<file path="config.mk">
export PLATFORM = sky130hd
export DESIGN_NAME = sha512_round_ctrl
export DESIGN_NICKNAME = d
export VERILOG_FILES = /design/src/rtl/sha512_round_ctrl.sv
export SDC_FILE = /design/constraint.sdc
export NUM_CORES = 2
export LEC_CHECK = 0
export BUFFER_PORTS_ARGS = -buffer_cell sky130_fd_sc_hd__buf_4
export CAP_MARGIN = 20
export CORE_MARGIN = 10
export CORE_UTILIZATION = 51
export CTS_BUF_LIST = sky130_fd_sc_hd__clkbuf_4
export DETAILED_ROUTE_END_ITERATION = 8
export HOLD_SLACK_MARGIN = 0.06
export PLACE_DENSITY = 0.71
export SLEW_MARGIN = 30
export SYNTH_ARGS = -nofsm -noshare
export SYNTH_HDL_FRONTEND = slang
export SYNTH_SLANG_ARGS = --single-unit
</file>
<file path="constraint.sdc">
create_clock -name clk -period 21.5 [get_ports clk]
set_clock_uncertainty 0.05 [all_clocks]
set_input_delay 1.075 -clock clk [delete_from_list [all_inputs] [get_ports clk]]
set_output_delay 1.075 -clock clk [all_outputs]
set_load 0.02 [all_outputs]
</file>
<file path="src/rtl/sha512_round_ctrl.sv">
// sha512_round_ctrl
// Sequencing controller for one SHA-512 compression. It captures the chaining
// value, runs ROUNDS rounds of the compression datapath while consuming one
// scheduled W_t word per valid/ready handshake, and then adds the working
// variables back into the hash state.
//
// Ports:
//   clk, rst      single clock, synchronous active-high reset
//   start         begin a compression (sampled only while idle)
//   h_in[511:0]   chaining value, H0 in [511:448] .. H7 in [63:0]
//   w_data/w_valid/w_ready   message-schedule word stream
//   round_idx[6:0]           current round, addresses the external K ROM
//   k_data[63:0]             K_t returned combinationally by the ROM
//   busy          high whenever not idle
//   done          one-cycle pulse when h_out holds the new hash
//   h_out[511:0]  hash state, same word order as h_in
module sha512_round_ctrl #(
  parameter int ROUNDS = 80
) (
  input  logic         clk,
  input  logic         rst,
  input  logic         start,
  input  logic [511:0] h_in,
  input  logic [63:0]  w_data,
  input  logic         w_valid,
  output logic         w_ready,
  output logic [6:0]   round_idx,
  input  logic [63:0]  k_data,
  output logic         busy,
  output logic         done,
  output logic [511:0] h_out
);

  typedef enum logic [1:0] {
    S_IDLE  = 2'd0,
    S_ROUND = 2'd1,
    S_FINAL = 2'd2,
    S_DONE  = 2'd3
  } state_e;

  localparam logic [6:0] LAST_ROUND = 7'(ROUNDS - 1);

  state_e       state_q, state_d;
  logic [6:0]   t_q, t_d;
  logic [63:0]  a_q, b_q, c_q, d_q, e_q, f_q, g_q, h_q;
  logic [63:0]  a_d, b_d, c_d, d_d, e_d, f_d, g_d, h_d;
  logic [511:0] hash_q, hash_d;
  logic         busy_q, busy_d;
  logic         done_q, done_d;
  logic         w_ready_q, w_ready_d;
  logic [63:0]  t1_s, t2_s;

  function automatic logic [63:0] big_sigma0(input logic [63:0] x);
    return {x[27:0], x[63:28]} ^ {x[33:0], x[63:34]} ^ {x[38:0], x[63:39]};
  endfunction

  function automatic logic [63:0] big_sigma1(input logic [63:0] x);
    return {x[13:0], x[63:14]} ^ {x[17:0], x[63:18]} ^ {x[40:0], x[63:41]};
  endfunction

  function automatic logic [63:0] ch(input logic [63:0] x, input logic [63:0] y,
                                     input logic [63:0] z);
    return (x & y) ^ (~x & z);
  endfunction

  function automatic logic [63:0] maj(input logic [63:0] x, input logic [63:0] y,
                                      input logic [63:0] z);
    return (x & y) ^ (x & z) ^ (y & z);
  endfunction

  // Round temporaries; only consumed on a ROUND handshake.
  always_comb begin
    t1_s = h_q + big_sigma1(e_q) + ch(e_q, f_q, g_q) + k_data + w_data;
    t2_s = big_sigma0(a_q) + maj(a_q, b_q, c_q);
  end

  // Next-state, datapath update and registered-output decode.
  always_comb begin
    state_d = state_q;
    t_d     = t_q;
    a_d = a_q; b_d = b_q; c_d = c_q; d_d = d_q;
    e_d = e_q; f_d = f_q; g_d = g_q; h_d = h_q;
    hash_d  = hash_q;

    case (state_q)
      S_IDLE: begin
        if (start) begin
          hash_d = h_in;
          {a_d, b_d, c_d, d_d, e_d, f_d, g_d, h_d} = h_in;
          t_d     = 7'd0;
          state_d = S_ROUND;
        end else begin
          state_d = S_IDLE;
        end
      end
      S_ROUND: begin
        if (w_valid) begin
          h_d = g_q; g_d = f_q; f_d = e_q; e_d = d_q + t1_s;
          d_d = c_q; c_d = b_q; b_d = a_q; a_d = t1_s + t2_s;
          // The index freezes on the last round so it never passes ROUNDS-1.
          if (t_q == LAST_ROUND) begin
            state_d = S_FINAL;
          end else begin
            t_d = t_q + 7'd1;
          end
        end else begin
          state_d = S_ROUND;
        end
      end
      S_FINAL: begin
        hash_d = {hash_q[511:448] + a_q, hash_q[447:384] + b_q,
                  hash_q[383:320] + c_q, hash_q[319:256] + d_q,
                  hash_q[255:192] + e_q, hash_q[191:128] + f_q,
                  hash_q[127:64]  + g_q, hash_q[63:0]    + h_q};
        state_d = S_DONE;
      end
      S_DONE: begin
        // round_idx must read 0 once back in IDLE.
        t_d     = 7'd0;
        state_d = S_IDLE;
      end
      default: begin
        t_d     = 7'd0;
        state_d = S_IDLE;
      end
    endcase

    // Flag outputs are decoded from the next state so they come straight
    // out of flops aligned with state_q.
    busy_d    = (state_d != S_IDLE);
    w_ready_d = (state_d == S_ROUND);
    done_d    = (state_d == S_DONE);
  end

  // State, working variables and hash registers with synchronous reset.
  always_ff @(posedge clk) begin
    if (rst) begin
      state_q   <= S_IDLE;
      t_q       <= 7'd0;
      a_q <= 64'd0; b_q <= 64'd0; c_q <= 64'd0; d_q <= 64'd0;
      e_q <= 64'd0; f_q <= 64'd0; g_q <= 64'd0; h_q <= 64'd0;
      hash_q    <= 512'd0;
      busy_q    <= 1'b0;
      done_q    <= 1'b0;
      w_ready_q <= 1'b0;
    end else begin
      state_q   <= state_d;
      t_q       <= t_d;
      a_q <= a_d; b_q <= b_d; c_q <= c_d; d_q <= d_d;
      e_q <= e_d; f_q <= f_d; g_q <= g_d; h_q <= h_d;
      hash_q    <= hash_d;
      busy_q    <= busy_d;
      done_q    <= done_d;
      w_ready_q <= w_ready_d;
    end
  end

  assign w_ready   = w_ready_q;
  assign round_idx = t_q;
  assign busy      = busy_q;
  assign done      = done_q;
  assign h_out     = hash_q;

endmodule
</file>
# After elaboration in Yosys (flattened, before gate mapping)
# Cells that the tools add are included.
dict set report classes {
  div 0
  reduce_logical 8
  n_eq_ne 9
  n_mul 0
  add_sub_neg 16
  n_shift 0
  bitwise_logic 13
  n_lt_le_gt_ge 0
  muxes 34
}
# op count
set op_table {}
lappend op_table {{two-way mux 64 bit} 16}
lappend op_table {{case mux 512 bit (2 select lines)} 1}
lappend op_table {{case mux 64 bit (2 select lines)} 8}
lappend op_table {{adder 64 bit} 15}
lappend op_table {{two-way mux 512 bit} 1}
lappend op_table {{bitwise XOR 64 bit} 7}
lappend op_table {{bitwise AND 64 bit} 5}
lappend op_table {{NOT 64 bit} 1}
lappend op_table {{two-way mux 7 bit} 3}
lappend op_table {{case mux 7 bit (3 select lines)} 1}
lappend op_table {{case mux 2 bit (4 select lines)} 1}
lappend op_table {{adder 7 x 1 -> 7 bit (second input constant)} 1}
lappend op_table {{== test 7 bit (second input constant)} 1}
lappend op_table {{== test 2 bit (second input constant)} 3}
lappend op_table {{inequality test 2 bit (second input constant)} 3}
lappend op_table {{nonzero test 2 bit} 3}
lappend op_table {{== test 2 x 1 -> 1 bit (second input constant)} 2}
lappend op_table {{two-way mux 2 bit} 2}
lappend op_table {{AND reduction 4 bit} 1}
lappend op_table {{AND reduction 3 bit} 1}
lappend op_table {{nonzero test 3 bit} 1}
lappend op_table {{logical NOT 2 bit} 1}
lappend op_table {{AND reduction 2 bit} 1}
lappend op_table {{two-way mux 1 bit} 1}
dict set report totals {
  mem_bits_ro 0
  mem_bits_rw 0
  n_memories 0
  inputBits 644
  reg_bits 1036
  latch_bits 0
}

# Longest topological paths before layout
dict set report logic_depth {
  ltp_word 9
  depth_mapped 37
  mapped_depth_nobuf 36
}

# Worst setup path after synthesis
# OpenSTA, ideal clock, no wires.
dict set report synth_path {
  path_kind {input -> register}
  from {input port w_data[9]}
  to {register a_q[57]}
  arrival_ps 8494
  setup_slack_ps 12841
  path_buffers 0
  required_ps 21335
  setup_ps 115
  path_stages 33
  path_cell_list {inv_1 > fa_1 > inv_1 > fa_1 > fa_1 > ha_1 > a21o_1 > or4_1 > o221ai_1 > o21ai_1 > a21bo_2 > nand2_1 > nand3_1 > a221o_1 > a221o_1 > a221o_1 > a21o_1 > xnor2_1 > fa_1 > inv_1 > ha_1 > a21oi_1 > o21ai_0 > a21o_1 > a21o_1 > a21o_1 > a21oi_1 > o221ai_1 > a41o_1 > a21oi_1 > o21bai_1 > xnor2_1 > a2111oi_0}
}
dict set report synth_via {
  elab_chain_len 4
}
# element line
set synth_lines {}
lappend synth_lines {{start, declared} 24} ;# input logic [63:0] w_data,
lappend synth_lines {{adder 64 bit} 73} ;# t1_s = h_q + big_sigma1(e_q) + ch(e_q, f_q, g_q) + k_data + w_data;
lappend synth_lines {{adder 64 bit} 99} ;# d_d = c_q; c_d = b_q; b_d = a_q; a_d = t1_s + t2_s;
lappend synth_lines {{two-way mux 64 bit} 97} ;# if (w_valid) begin
lappend synth_lines {{case mux 64 bit (2 select lines)} 85} ;# case (state_q)
lappend synth_lines {{end signal, assigned} 140} ;# a_q <= 64'd0; b_q <= 64'd0; c_q <= 64'd0; d_q <= 64'd0;
lappend synth_lines {{end signal, assigned} 149} ;# a_q <= a_d; b_q <= b_d; c_q <= c_d; d_q <= d_d;
lappend synth_lines {{end, declared} 45} ;# logic [63:0] a_q, b_q, c_q, d_q, e_q, f_q, g_q, h_q;
# Every way passes these cells. The select of a mux whose other input is x is not followed.
# A chain may end at the register's enable or synchronous reset.

# Worst setup path in the final report
dict set report layout_path {
  from {register e_q[22]}
  to {register a_q[57]}
}
dict set report layout_via {
  elab_chain_len 9
}
# element line
set layout_lines {}
lappend layout_lines {{start, declared} 45}
lappend layout_lines {{start signal, assigned} 141} ;# e_q <= 64'd0; f_q <= 64'd0; g_q <= 64'd0; h_q <= 64'd0;
lappend layout_lines {{start signal, assigned} 150} ;# e_q <= e_d; f_q <= f_d; g_q <= g_d; h_q <= h_d;
lappend layout_lines {{bitwise XOR 64 bit or NOT 64 bit (tied branches)} {58, 63}}
lappend layout_lines {{bitwise XOR 64 bit or bitwise AND 64 bit (tied branches)} {58, 63}}
lappend layout_lines {{adder 64 bit or bitwise XOR 64 bit (tied branches)} {73, 63}}
lappend layout_lines {{adder 64 bit * (3 in a row)} 73}
lappend layout_lines {{adder 64 bit *} 99}
lappend layout_lines {{two-way mux 64 bit *} 97}
lappend layout_lines {{case mux 64 bit (2 select lines) *} 85}
# Mark *: on every way between the ends. The rest lies on a longest branch, timed or not. The select of a mux whose other input is x is not followed.

==> results.cfg <==
[outcome]
outcome = finished, final reports clean

[grt]
grt_pass1_wl_um = 716000
grt_overflow = 0
gr-usage-all-layers_pct = 47.4
grt_pass1_vias = 101000
grt_max_degree = 203
antenna_found_initial = 59

[detailed_routing]
vias_per_cell = 6.59
vias = 105000
ant_nets = 0
drtPass1Iterations = 9
dr.first_iter.drc_count = 13200
drc = 0
wire_per_inst_um = 31.8
drt-total-wl_um = 508000

[clock_network]
cts_tree = built
clk_latency_ns = 1.52
numCtsBuffers = 329
cts_root_buf = clkbuf_4
cts.sinks = 1036
cts_setup_buffers = 0
cts.clk_slew.worst_paths_ns = 0.08
cts_buffer_depth = 4
cts_max_level = 5

[synth]
syn_area_um2 = 94200
synth_fa_ha_area_share_pct = 14.8
seq_area_frac_synth_pct = 22.0
syn_nets = 13500
yosys.area.top_type = dfxtp_1
syn_inst = 11900
synth_edf_count = 0
synth-simple-area-share_pct = 13.8
synth-xor-area-share_pct = 8.21
synth_cell_types = 96
synth_top_area_share_pct = 22.0
synth_top_family_by_area = compound AO/OA/AOI/OAI gates
synthArstFlopShare_pct = 0
synth-warning-count = 0
syn_area_per_cell_um2 = 7.94
ys_seq_elements = 1036
synth_compound_area_share_pct = 26.5
synth_area_leaders = dfxtp_1, ha_1, mux2i_1
ys.flop_type = dfxtp_1
muxShareOfSynthArea_pct = 8.29

[critical_path]
startpoint_type = flip-flop
cpMostUsedCell = a21o_1
required_ns = 22.73
crit_path_top_delay_cell = dfxtp_1
crit_arrival_ns = 11.25
worstSetupEndpointType = flip-flop
path_max_fanout = 7
criticalPathCategory = reg2reg
slowest_delay_ns = 0.95

[sta]
fin_crit_sh_pct = 46.6
max_freq_mhz = 99.8
worstMarginPinSlew_ns = 1.24
relSlewSlack_pct = 16.8
final_max_slew_viol_count = 0
setup_viol = 0
rsz0062_at_grt = false
period_needed_ns = 10.02
final.setup.tns_ns = 0
finalHoldViolations = 0

[floorplan]
dieArea_um2 = 202000
start_util_pct = 51.3
die_w_um = 450
rows = 157
top_level_ports = 1166
chipHeight_um = 450
coreArea_um2 = 183000

[cells_and_area]
multi_input_area_um2 = 67700
nNetsFinal = 14800
fill_cells = 16100
drive_gt1_share_pct = 14.4
seq_area_um2 = 20700
area_delta_synth_final_pct = 20.6

[hold_path]
worstHoldPathType = in2reg

[placed_design]
hpwl_um = 403000
port-buffer-count = 1165
gp_congestion = 1.10

[flow_run]
cap_violations = 0
## critical path, delay by kind of cell, from the launching register on
kind,cells,cell delay [ns]
compound gates,19,5.08
fa+ha+maj,5,2.15
flops,1,0.95
xor+xnor,3,0.89
simple gates,3,0.61
buf+inv,1,0.08
## cells in the mapped netlist, drive strengths merged (14+ instances only)
cell type,n
ha,697
a211o,20
or2,25
mux2,24
o211ai,47
a211oi,951
o21ai,523
a21oi,983
a41oi,24
o21a,80
a2111oi,35
a31oi,113
nor2b,102
clkbuf,755
a21o,521
nand3,148
and4,41
o31ai,56
a21boi,19
nor2,1358
buf,53
and3,117
dfxtp,1036
a31o,20
a311oi,28
or3,41
o41ai,16
inv,773
nand2,529
o22ai,26
a221o,19
fa,261
o31a,14
nand2b,107
nand4,128
nor4,32
and2,50
xor2,304
a221oi,48
xnor2,577
or4,14
mux2i,753
o21bai,123
nor3,132
## per-stage QoR
stage	cell area [um2]	util [%]	hold slack [ns]	worst slack, ns	cells
detailed placement	105000	57.0	0.415	11.19	14900
global placement	104000	56.9	0.407	11.32	14900
floorplan	94200	-	0.444	12.84	11900
global route	114000	61.9	0.113	11.11	15900
CTS	113000	61.8	0.0661	11.84	15900
finish	114000	61.9	0.137	11.48	16000
## logic make-up after synthesis
family / after synthesis
buffers and inverters: 1583
xor gates and xnor gates: 882
muxes: 777
AOI/OAI and AO/OA: 3765
and+or+nand+nor: 2858
DFF: 1036
adders and majority gates: 961
## layout by cell type (no fill, tap or decap), drive strengths merged, types with 261 or more instances in the layout
| master | Yosys | routed |
|---|---|---|
| nor2 | 1358 | 1358 |
| buf | 53 | 1340 |
| dfxtp | 1036 | 1036 |
| a21oi | 983 | 983 |
| a211oi | 951 | 951 |
| inv | 773 | 777 |
| mux2i | 753 | 753 |
| ha | 697 | 697 |
| xnor2 | 577 | 577 |
| nand2 | 529 | 529 |
| o21ai | 523 | 523 |
| a21o | 521 | 521 |
| dlygate4sd3 | 0 | 515 |
| clkbuf | 755 | 457 |
| xor2 | 304 | 304 |
| fa | 261 | 261 |
## registers in the layout, indices dropped and copies added (netlist names)
name	flops
w_ready	1
h_q	64
h_out	512
done	1
e_q	64
f_q	64
a_q	64
busy	1
d_q	64
b_q	64
c_q	64
round_idx	7
g_q	64
state_q	2
## cell type report
type / instances / area share [%]
Timing Repair Buffer: 1855 / 13.5
Clock inverter: 84 / 0.313
Multi-Input combinational cell: 9243 / 59.5
Inverter: 775 / 2.57
Sequential cell: 1036 / 18.3
Antenna cell: 50 / 0.110
Clock buffer: 457 / 3.02
Tap cell: 2464 / 2.71
## what timing repair did
| action | CTS | global route |
|---|---|---|
| resized for setup | 0 | 0 |
| endpoints found under the hold margin | 1002 | 0 |
| endpoints found under the setup margin | 0 | 0 |
| hold buffers | 515 | 0 |
## layer usage
layer,GRT usage [%],part of all wire [%],up-vias
met5,0,0.034,-
met4,44.5,12,24
met3,14.4,12,2314
met2,69.5,41,7695
met1,54.8,35,49400
li1,-,-,45700
## worst paths after layout
path / from / end / slack, ns / depth (start not counted)
setup / recovery: e_q[22] / a_q[57] / 11.48 / 31
hold reg to reg: h_out[255] / h_out[255] / 0.42 / 2
hold / removal: h_in[238] / e_q[46] / 0.14 / 5
setup reg to reg: e_q[22] / a_q[57] / 11.48 / 31
Power is not shown: default switching activity piles up to over one toggle a cycle in this logic, so the estimate is an artifact.
